`config.mk`:
```
export PLATFORM = sky130hd
export DESIGN_NAME = mem_arbiter
export DESIGN_NICKNAME = d
export VERILOG_FILES = /design/src/rtl/mem_arbiter.sv
export SDC_FILE = /design/constraint.sdc
export NUM_CORES = 1
export LEC_CHECK = 0
export CAP_MARGIN = 20
export CORE_MARGIN = 1
export CORE_UTILIZATION = 47
export CTS_CLUSTER_SIZE = 12
export DETAILED_ROUTE_END_ITERATION = 6
export GPL_TIMING_DRIVEN = 0
export PLACE_DENSITY_LB_ADDON = 0.25
export SYNTH_ARGS = -nofsm -noshare
export SYNTH_HDL_FRONTEND = slang
export SYNTH_SLANG_ARGS = --single-unit
export TNS_END_PERCENT = 5
```
`constraint.sdc`:
```
create_clock -name clk -period 2.7 [get_ports clk]
set_input_delay 0.81 -clock clk [delete_from_list [all_inputs] [get_ports clk]]
set_output_delay 0.81 -clock clk [all_outputs]
set_load 0.01 [all_outputs]
```
`src/rtl/mem_arbiter.sv`:
```
// mem_arbiter: serialises IF fetches and EXE loads/stores onto the
// RAM2 controller token interface, with a one-entry fetch buffer.
//
// Ports
//   clk, rst (async, active-low)
//   if_req/if_addr -> if_ack/if_data         : fetch requester
//   exe_req/rd/wr/addr/wdata -> exe_ack/data  : load/store requester
//   need_to_work_*, mem_rd/wr, mem_addr_*,
//   mem_value_exe, mem_act                    : to controller
//   mem_act_back, *_work_done, *_result       : from controller
//   stall_if/stall_exe                        : combinational stalls
//   err                                       : sticky timeout flag
module mem_arbiter #(
  parameter int ADDR_W  = 18,
  parameter int DATA_W  = 16,
  parameter int TIMEOUT = 255
) (
  input  logic              clk,
  input  logic              rst,
  input  logic              if_req,
  input  logic [ADDR_W-1:0] if_addr,
  output logic              if_ack,
  output logic [DATA_W-1:0] if_data,
  input  logic              exe_req,
  input  logic              exe_rd,
  input  logic              exe_wr,
  input  logic [ADDR_W-1:0] exe_addr,
  input  logic [DATA_W-1:0] exe_wdata,
  output logic              exe_ack,
  output logic [DATA_W-1:0] exe_data,
  output logic              need_to_work_if,
  output logic              need_to_work_exe,
  output logic              mem_rd,
  output logic              mem_wr,
  output logic [ADDR_W-1:0] mem_addr_if,
  output logic [ADDR_W-1:0] mem_addr_exe,
  output logic [DATA_W-1:0] mem_value_exe,
  output logic [31:0]       mem_act,
  input  logic [31:0]       mem_act_back,
  input  logic              if_work_done,
  input  logic              exe_work_done,
  input  logic [DATA_W-1:0] if_result,
  input  logic [DATA_W-1:0] exe_result,
  output logic              stall_if,
  output logic              stall_exe,
  output logic              err
);

  localparam int CW = (TIMEOUT < 2) ? 1 : $clog2(TIMEOUT);

  typedef enum logic [1:0] {
    IDLE,
    EXE_WAIT,
    IF_WAIT
  } state_t;

  state_t              r_state;
  logic [CW-1:0]       r_cnt;
  logic                r_if_ack;
  logic [DATA_W-1:0]   r_if_data;
  logic                r_exe_ack;
  logic [DATA_W-1:0]   r_exe_data;
  logic                r_ntw_if;
  logic                r_ntw_exe;
  logic                r_mem_rd;
  logic                r_mem_wr;
  logic [ADDR_W-1:0]   r_addr_if;
  logic [ADDR_W-1:0]   r_addr_exe;
  logic [DATA_W-1:0]   r_value_exe;
  logic [31:0]         r_mem_act;
  logic                r_err;
  logic                r_fc_valid;
  logic [ADDR_W-1:0]   r_fc_addr;
  logic [DATA_W-1:0]   r_fc_data;

  logic w_exe_go;
  logic w_if_go;
  logic w_exe_store;
  logic w_fc_hit;
  logic w_fc_inv;
  logic w_tok_ok;
  logic w_tmo;

  // ack gating stops a held request relaunching in its own ack cycle
  assign w_exe_go    = exe_req & ~r_exe_ack;
  assign w_if_go     = if_req & ~r_if_ack;
  // rd wins when both strobes are set
  assign w_exe_store = exe_wr & ~exe_rd;
  assign w_fc_hit    = r_fc_valid & (r_fc_addr == if_addr);
  assign w_fc_inv    = r_fc_valid & (r_fc_addr == exe_addr);
  // a done flag only counts if it belongs to our current token
  assign w_tok_ok    = (mem_act_back == r_mem_act);
  assign w_tmo       = (r_cnt == CW'(TIMEOUT - 1));

  always_ff @(posedge clk or negedge rst) begin
    if (!rst) begin
      r_state     <= IDLE;
      r_cnt       <= '0;
      r_if_ack    <= 1'b0;
      r_if_data   <= '0;
      r_exe_ack   <= 1'b0;
      r_exe_data  <= '0;
      r_ntw_if    <= 1'b0;
      r_ntw_exe   <= 1'b0;
      r_mem_rd    <= 1'b0;
      r_mem_wr    <= 1'b0;
      r_addr_if   <= '0;
      r_addr_exe  <= '0;
      r_value_exe <= '0;
      r_mem_act   <= '0;
      r_err       <= 1'b0;
      r_fc_valid  <= 1'b0;
      r_fc_addr   <= '0;
      r_fc_data   <= '0;
    end else begin
      r_if_ack  <= 1'b0;
      r_exe_ack <= 1'b0;
      unique case (r_state)
        IDLE: begin
          if (w_exe_go) begin
            r_addr_exe  <= exe_addr;
            r_value_exe <= exe_wdata;
            r_mem_rd    <= exe_rd;
            r_mem_wr    <= w_exe_store;
            r_mem_act   <= r_mem_act + 32'd1;
            r_ntw_exe   <= 1'b1;
            r_cnt       <= '0;
            r_state     <= EXE_WAIT;
            if (w_exe_store && w_fc_inv)
              r_fc_valid <= 1'b0;
          end else if (w_if_go) begin
            if (w_fc_hit) begin
              r_if_ack  <= 1'b1;
              r_if_data <= r_fc_data;
            end else begin
              r_addr_if <= if_addr;
              r_mem_act <= r_mem_act + 32'd1;
              r_ntw_if  <= 1'b1;
              r_cnt     <= '0;
              r_state   <= IF_WAIT;
            end
          end
        end
        EXE_WAIT: begin
          if (exe_work_done && w_tok_ok) begin
            r_exe_data <= exe_result;
            r_exe_ack  <= 1'b1;
            r_ntw_exe  <= 1'b0;
            r_mem_rd   <= 1'b0;
            r_mem_wr   <= 1'b0;
            r_state    <= IDLE;
          end else if (w_tmo) begin
            r_err     <= 1'b1;
            r_ntw_exe <= 1'b0;
            r_mem_rd  <= 1'b0;
            r_mem_wr  <= 1'b0;
            r_state   <= IDLE;
          end else begin
            r_cnt <= r_cnt + CW'(1);
          end
        end
        IF_WAIT: begin
          if (if_work_done && w_tok_ok) begin
            r_if_data  <= if_result;
            r_if_ack   <= 1'b1;
            r_fc_addr  <= r_addr_if;
            r_fc_data  <= if_result;
            r_fc_valid <= 1'b1;
            r_ntw_if   <= 1'b0;
            r_state    <= IDLE;
          end else if (w_tmo) begin
            r_err    <= 1'b1;
            r_ntw_if <= 1'b0;
            r_state  <= IDLE;
          end else begin
            r_cnt <= r_cnt + CW'(1);
          end
        end
        default: r_state <= IDLE;
      endcase
    end
  end

  assign if_ack           = r_if_ack;
  assign if_data          = r_if_data;
  assign exe_ack          = r_exe_ack;
  assign exe_data         = r_exe_data;
  assign need_to_work_if  = r_ntw_if;
  assign need_to_work_exe = r_ntw_exe;
  assign mem_rd           = r_mem_rd;
  assign mem_wr           = r_mem_wr;
  assign mem_addr_if      = r_addr_if;
  assign mem_addr_exe     = r_addr_exe;
  assign mem_value_exe    = r_value_exe;
  assign mem_act          = r_mem_act;
  assign err              = r_err;
  assign stall_if         = if_req & ~r_if_ack;
  assign stall_exe        = exe_req & ~r_exe_ack;

endmodule
```
==> results of run 1 <==
-- timing repair --
| item | CTS | global route |
|---|---|---|
| buffers inserted | 9 | 5 |
| gates cloned | 0 | 2 |
| hold buffers | 0 | 0 |
| gates resized for setup | 27 | 41 |
| setup endpoints to repair | 130 | 97 |
| pin swaps | 6 | 13 |
-- state kept, by name (all words and copies together) (netlist names), 2 cells and up --
signal	cells
r_fc_addr	18
r_fc_data	16
r_cnt	8
mem_addr_if	18
if_data	16
exe_data	16
mem_value_exe	16
r_state	2
mem_addr_exe	18
mem_act	32
-- per-stage QoR --
step,worst slack (ps),hold slack [ps]
after CTS,-55.3,363
after floorplan,237,459
final,-15.4,357
after detailed placement,-952,476
after global routing,-78.2,382
after global placement,-5770,468
-- cells in the mapped netlist, types with 16 or more instances --
library cell  instances  area [µm²]
nor2_1               23        86.3
mux2_1               32         360
o22ai_1              33         206
xnor2_1              72         631
nand2_1              22        82.6
nand4_1              21         131
mux2_2               72         811
nand3_1              16        80.1
dfrtp_1             168        4200
a21oi_1              23         115
o21ai_0              18        90.1
xor2_1               27         236
-- how the worst max path moves through the flow --
stage	start	end	cells after the start
after floorplan	if_addr[13]	mem_addr_if[10]	7
after global placement	rst	exe_data[4]	1
after detailed placement	if_addr[4]	mem_addr_if[15]	8
after CTS	exe_req	stall_exe	5
after global routing	if_addr[0]	r_cnt[5]	9
final	mem_act_back[15]	if_data[6]	11
-- layer usage --
layer / vias up / wire (µm)
li1: 2836 / -
met1: 3088 / 8830
met2: 253 / 11000
met3: 34 / 1730
met4: 0 / 500
met5: - / 0
-- cell families after synthesis --
| kind of cell | count (synthesis) | synth area share (%) |
|---|---|---|
| flip-flops | 168 | 53.6 |
| adder cells (fa/ha/maj) | 7 | 1.12 |
| buffers and inverters | 34 | 2.25 |
| AO/OA/AOI/OAI | 95 | 7.86 |
| AND/OR/NAND/NOR | 128 | 9.22 |
| multiplexers | 104 | 14.9 |
| XOR/XNOR | 99 | 11.1 |
-- cell type report --
type                            instances  area [µm²]  share of cell area [%]
Inverter                               13        48.8                   0.418
Buffer                                 19         176                    1.51
Clock buffer                           20         447                    3.83
Tap cell                              216         270                    2.32
Timing Repair Buffer                  265        2700                    23.2
Multi-Input combinational cell        433        3620                    31.0
Sequential cell                       168        4200                    36.0
Clock inverter                         12         199                    1.71
-- critical path: stages --
cell	delay, ps
clkdlybuf4s50_1	480
xnor2_1	130
nand4_1	230
nor4_4	270
buf_4	190
and3_1	170
buf_6	150
o21ai_4	110
buf_6	170
o22ai_1	170
a21oi_1	110
-- power breakdown --
| part | total [mW] | internal (mW) | switching (mW) | leakage [nW] |
|---|---|---|---|---|
| clock network | 2.67 | 1.67 | 1.01 | 0.314 |
| registers | 3.61 | 3.13 | 0.484 | 2.16 |
| logic | 3.52 | 2.02 | 1.49 | 2.57 |
| total | 9.80 | 6.82 | 2.98 | 5.04 |
==> metrics, run 1 <==
first-pass GRT wire length 34,900 µm; post-DP HPWL 15,900 µm; Data required, critical path 2980 ps; RSZ-0062 raised after global routing yes; Layout Cells excl Fill 1,146; port buffer count 248; clk slew on worst S/H paths 60 ps; crit path kind in2reg; CTS Buffer Depth 2; YS warnings 0; Yosys cell types 50; post-DR vias/cell 5.42; DRC viols 0; Starting DRT DRC Count 261; final core occ 72.4%; total power 9.80 mW; CP Max Fanout 10; post-route minimum period 2720 ps; ys flop type dfrtp_1; die extent in x 131 µm; max cap viols 0; placed instance count 1,100; mapped cell area 7850 µm²; CTS tree done; Worst R2R End r_cnt[5]; final cell area excluding filler cells 11,700 µm²; vias in the first global route 6,721; commonest non-fill, non-tap cell in the layout clkdlybuf4s50_1; wire per inst 19.3 µm; GRT busiest layer met2; post-synthesis cell count 635; post-synthesis area per instance 12.4 µm²; DR vias 6,211; nature of the critical path endpoint register; origin of the critical flop-to-flop path r_state[0]; share of cells above drive strength 1 19.0%; initial antenna violation count 0; largest net degree at the start of global routing 91; Synth Register Bits 168; fin nets 1,048; HP Class in2async; Slew Limit Headroom 57.4%; Worst R2R Path Depth 9; root buf cell clkbuf_16; net count after synthesis 766; asr flop ratio synth 100%; peak supply drop 0.000566 V; Overall Global Routing Usage 26.1%; GR Layer Usage met1 30.9%; clk_lat worst skew 430 ps; status finished with violations; FILL cells 1,115; routing usage on met2 44.3%; DRT Pass-1 Iters 5; Setup Viol. Count Final 1; Die H 131 µm; final worst slack -15.4 ps; Final Wtd Congestion 0.852; final hold violation count 0; Area after DPL 10,600 µm²; Starting Density 48.7%; clk sink count 168; register area share after synthesis 53.6%; met3 usage 7.83%; max-slew violations 0; cell row count 46; WL final 22,100 µm; EDFF count, synth 0; Max Clk Rate 0.368 GHz; Area Overhead vs Synth 48.7%; Leak Pwr 5.04 nW; Worst-Margin Slew 639 ps; IO Count 249; Num CTS Buffers 17; Clock Skews 14.2 ps; antenna cells 0; fin crit share 101%; Power Density 840 nW/µm²; r2r setup slk 230 ps; Critical Path Start Type input pin; GR Overflow Total 0; die area 17,200 µm²; Final ANT Viol Nets 0; Setup TNS -15.4 ps; CP Data Arrival Time 3000 ps; commonest cells after routing, fill and taps aside clkdlybuf4s50_1, dfrtp_1, mux2_2; core area 16,100 µm²; failing checks setup timing; # H-tree levels 4
Power figures use the tool's default switching activity.
==> run 2, diff against run 1 <==
Settings changed: TNS_END_PERCENT 5 to 30.
==> metrics, run 2 (same netlist as run 1, synthesis figures left out) <==
Die H 131 µm; Data required, critical path 1890 ps; crit path kind in2out; CTS Buffer Depth 2; Hold-fix buffers, CTS 0; Layout Cells excl Fill 1,155; port buffer count 248; Leak Pwr 5.06 nW; die area 17,200 µm²; Worst R2R End r_cnt[7]; CTS tree done; Critical Path Start Type input pin; antenna cells 0; IO Count 249; clock share of power 27.3%; # H-tree levels 4; share of cells above drive strength 1 19.6%; Area Overhead vs Synth 49.7%; placed instance count 1,100; metal3 WL 1720 µm; clk sink count 168; Num CTS Buffers 17; Setup TNS -36.0 ps; origin of the critical flop-to-flop path r_state[0]; crit path to stall_exe; Starting Density 48.7%; Slew Limit Headroom 57.5%; CP Max Fanout 10; HP Class in2async; clk_lat worst skew 430 ps; die extent in x 131 µm; DRT Pass-1 Iters 5; sequential power share 36.9%; DR vias 6,304; post-DP HPWL 15,900 µm; fin nets 1,057; max cap viols 0; FILL cells 1,105; Starting DRT DRC Count 305; final core occ 72.9%; register area 4200 µm²; post-DR vias/cell 5.46; vias in the first global route 6,721; max FFs per register 32; Worst-Margin Slew 637 ps; core area 16,100 µm²; RSZ-0062 raised after global routing yes; max layer used met4; Min Hold Slack 324 ps; post-route minimum period 2740 ps; WL final 22,200 µm; commonest cells after routing, fill and taps aside clkdlybuf4s50_1, dfrtp_1, mux2_2; Clock Skews 11.7 ps; total power 9.80 mW; NetSw 2.99 mW; final worst slack -36.0 ps; final hold violation count 0; Max Clk Rate 0.365 GHz; wire per inst 19.2 µm; max-slew violations 0; critical path launch point exe_req; Sw Share 30.5%; Place WS -952 ps; DRC viols 0; Area after DPL 10,600 µm²; WL met2 11,000 µm; Power Density 835 nW/µm²; Worst R2R Path Depth 9; fin crit share 101%; status finished with violations; root buf cell clkbuf_16; peak supply drop 0.000566 V; failing checks setup timing; final cell area excluding filler cells 11,700 µm²; CP Data Arrival Time 1930 ps; Final ANT Viol Nets 0; Multi-input gate area 3630 µm²; initial antenna violation count 0; combinational fraction of design power 35.9%; commonest non-fill, non-tap cell in the layout clkdlybuf4s50_1; largest net degree at the start of global routing 91; Final Wtd Congestion 0.852; first-pass GRT wire length 34,900 µm; Overall Global Routing Usage 26.1%; r2r setup slk 220 ps; Setup Viol. Count Final 1; M1 WL 8880 µm; GR Overflow Total 0; cell internal pwr 6.82 mW; cell row count 46; clk slew on worst S/H paths 60 ps; nature of the critical path endpoint output pin
## run 2: cell count changes in the layout (fill, tap and decap cells not counted), moves of 2 or more
cell and change:
mux2_1 +3, mux2_4 -3, buf_4 +7, o21ai_1 +2
buf_6 +2
## run 2: final cells by class
type                       instances  area share (%)
sequential                       168            35.8
multi-input combinational        433            30.9
timing repair buffer             274            23.6
clock buffer                      20            3.80
tap                              216            2.30
clock inverter                    12            1.69
buffer                            19            1.49
inverter                          13           0.416
## run 2: repair_timing
item | in CTS | in global routing
gates cloned | 0 | 3
pin swaps | 6 | 16
resized for setup | 27 | 42
setup endpoints to repair | 130 | 97
setup buffers | 9 | 13
## run 2: worst max-delay path, stage by stage
cell             delay, ps
clkdlybuf4s50_1        540
nand2b_4               110
inv_2                   80
buf_6                  150
clkdlybuf4s15_2        240
## run 2: worst min path at each step
| stage | to | depth (start not counted) |
|---|---|---|
| after CTS | mem_act[23] | 1 |
| after floorplan | r_fc_data[10] | 1 |
| after detailed placement | r_fc_data[8] | 1 |
| after global placement | r_fc_data[7] | 1 |
| after global routing | mem_act[31] | 1 |
| final | mem_act[31] | 1 |
## run 2: power by group through the flow
stage / clock, mW / sequential (mW) / combinational (mW)
finish: 2.67 / 3.61 / 3.52
global route: 2.82 / 3.69 / 3.75
CTS: 2.72 / 3.61 / 3.40
detailed placement: 0 / 3.64 / 3.36
global placement: 0 / 3.59 / 3.27
floorplan: 0 / 3.82 / 1.31
## run 2: metal layers
layer	vias up	global-route usage, %
li1	2855	-
met1	3132	30.9
met2	270	44.3
met3	47	7.83
met4	0	10.0
met5	-	0
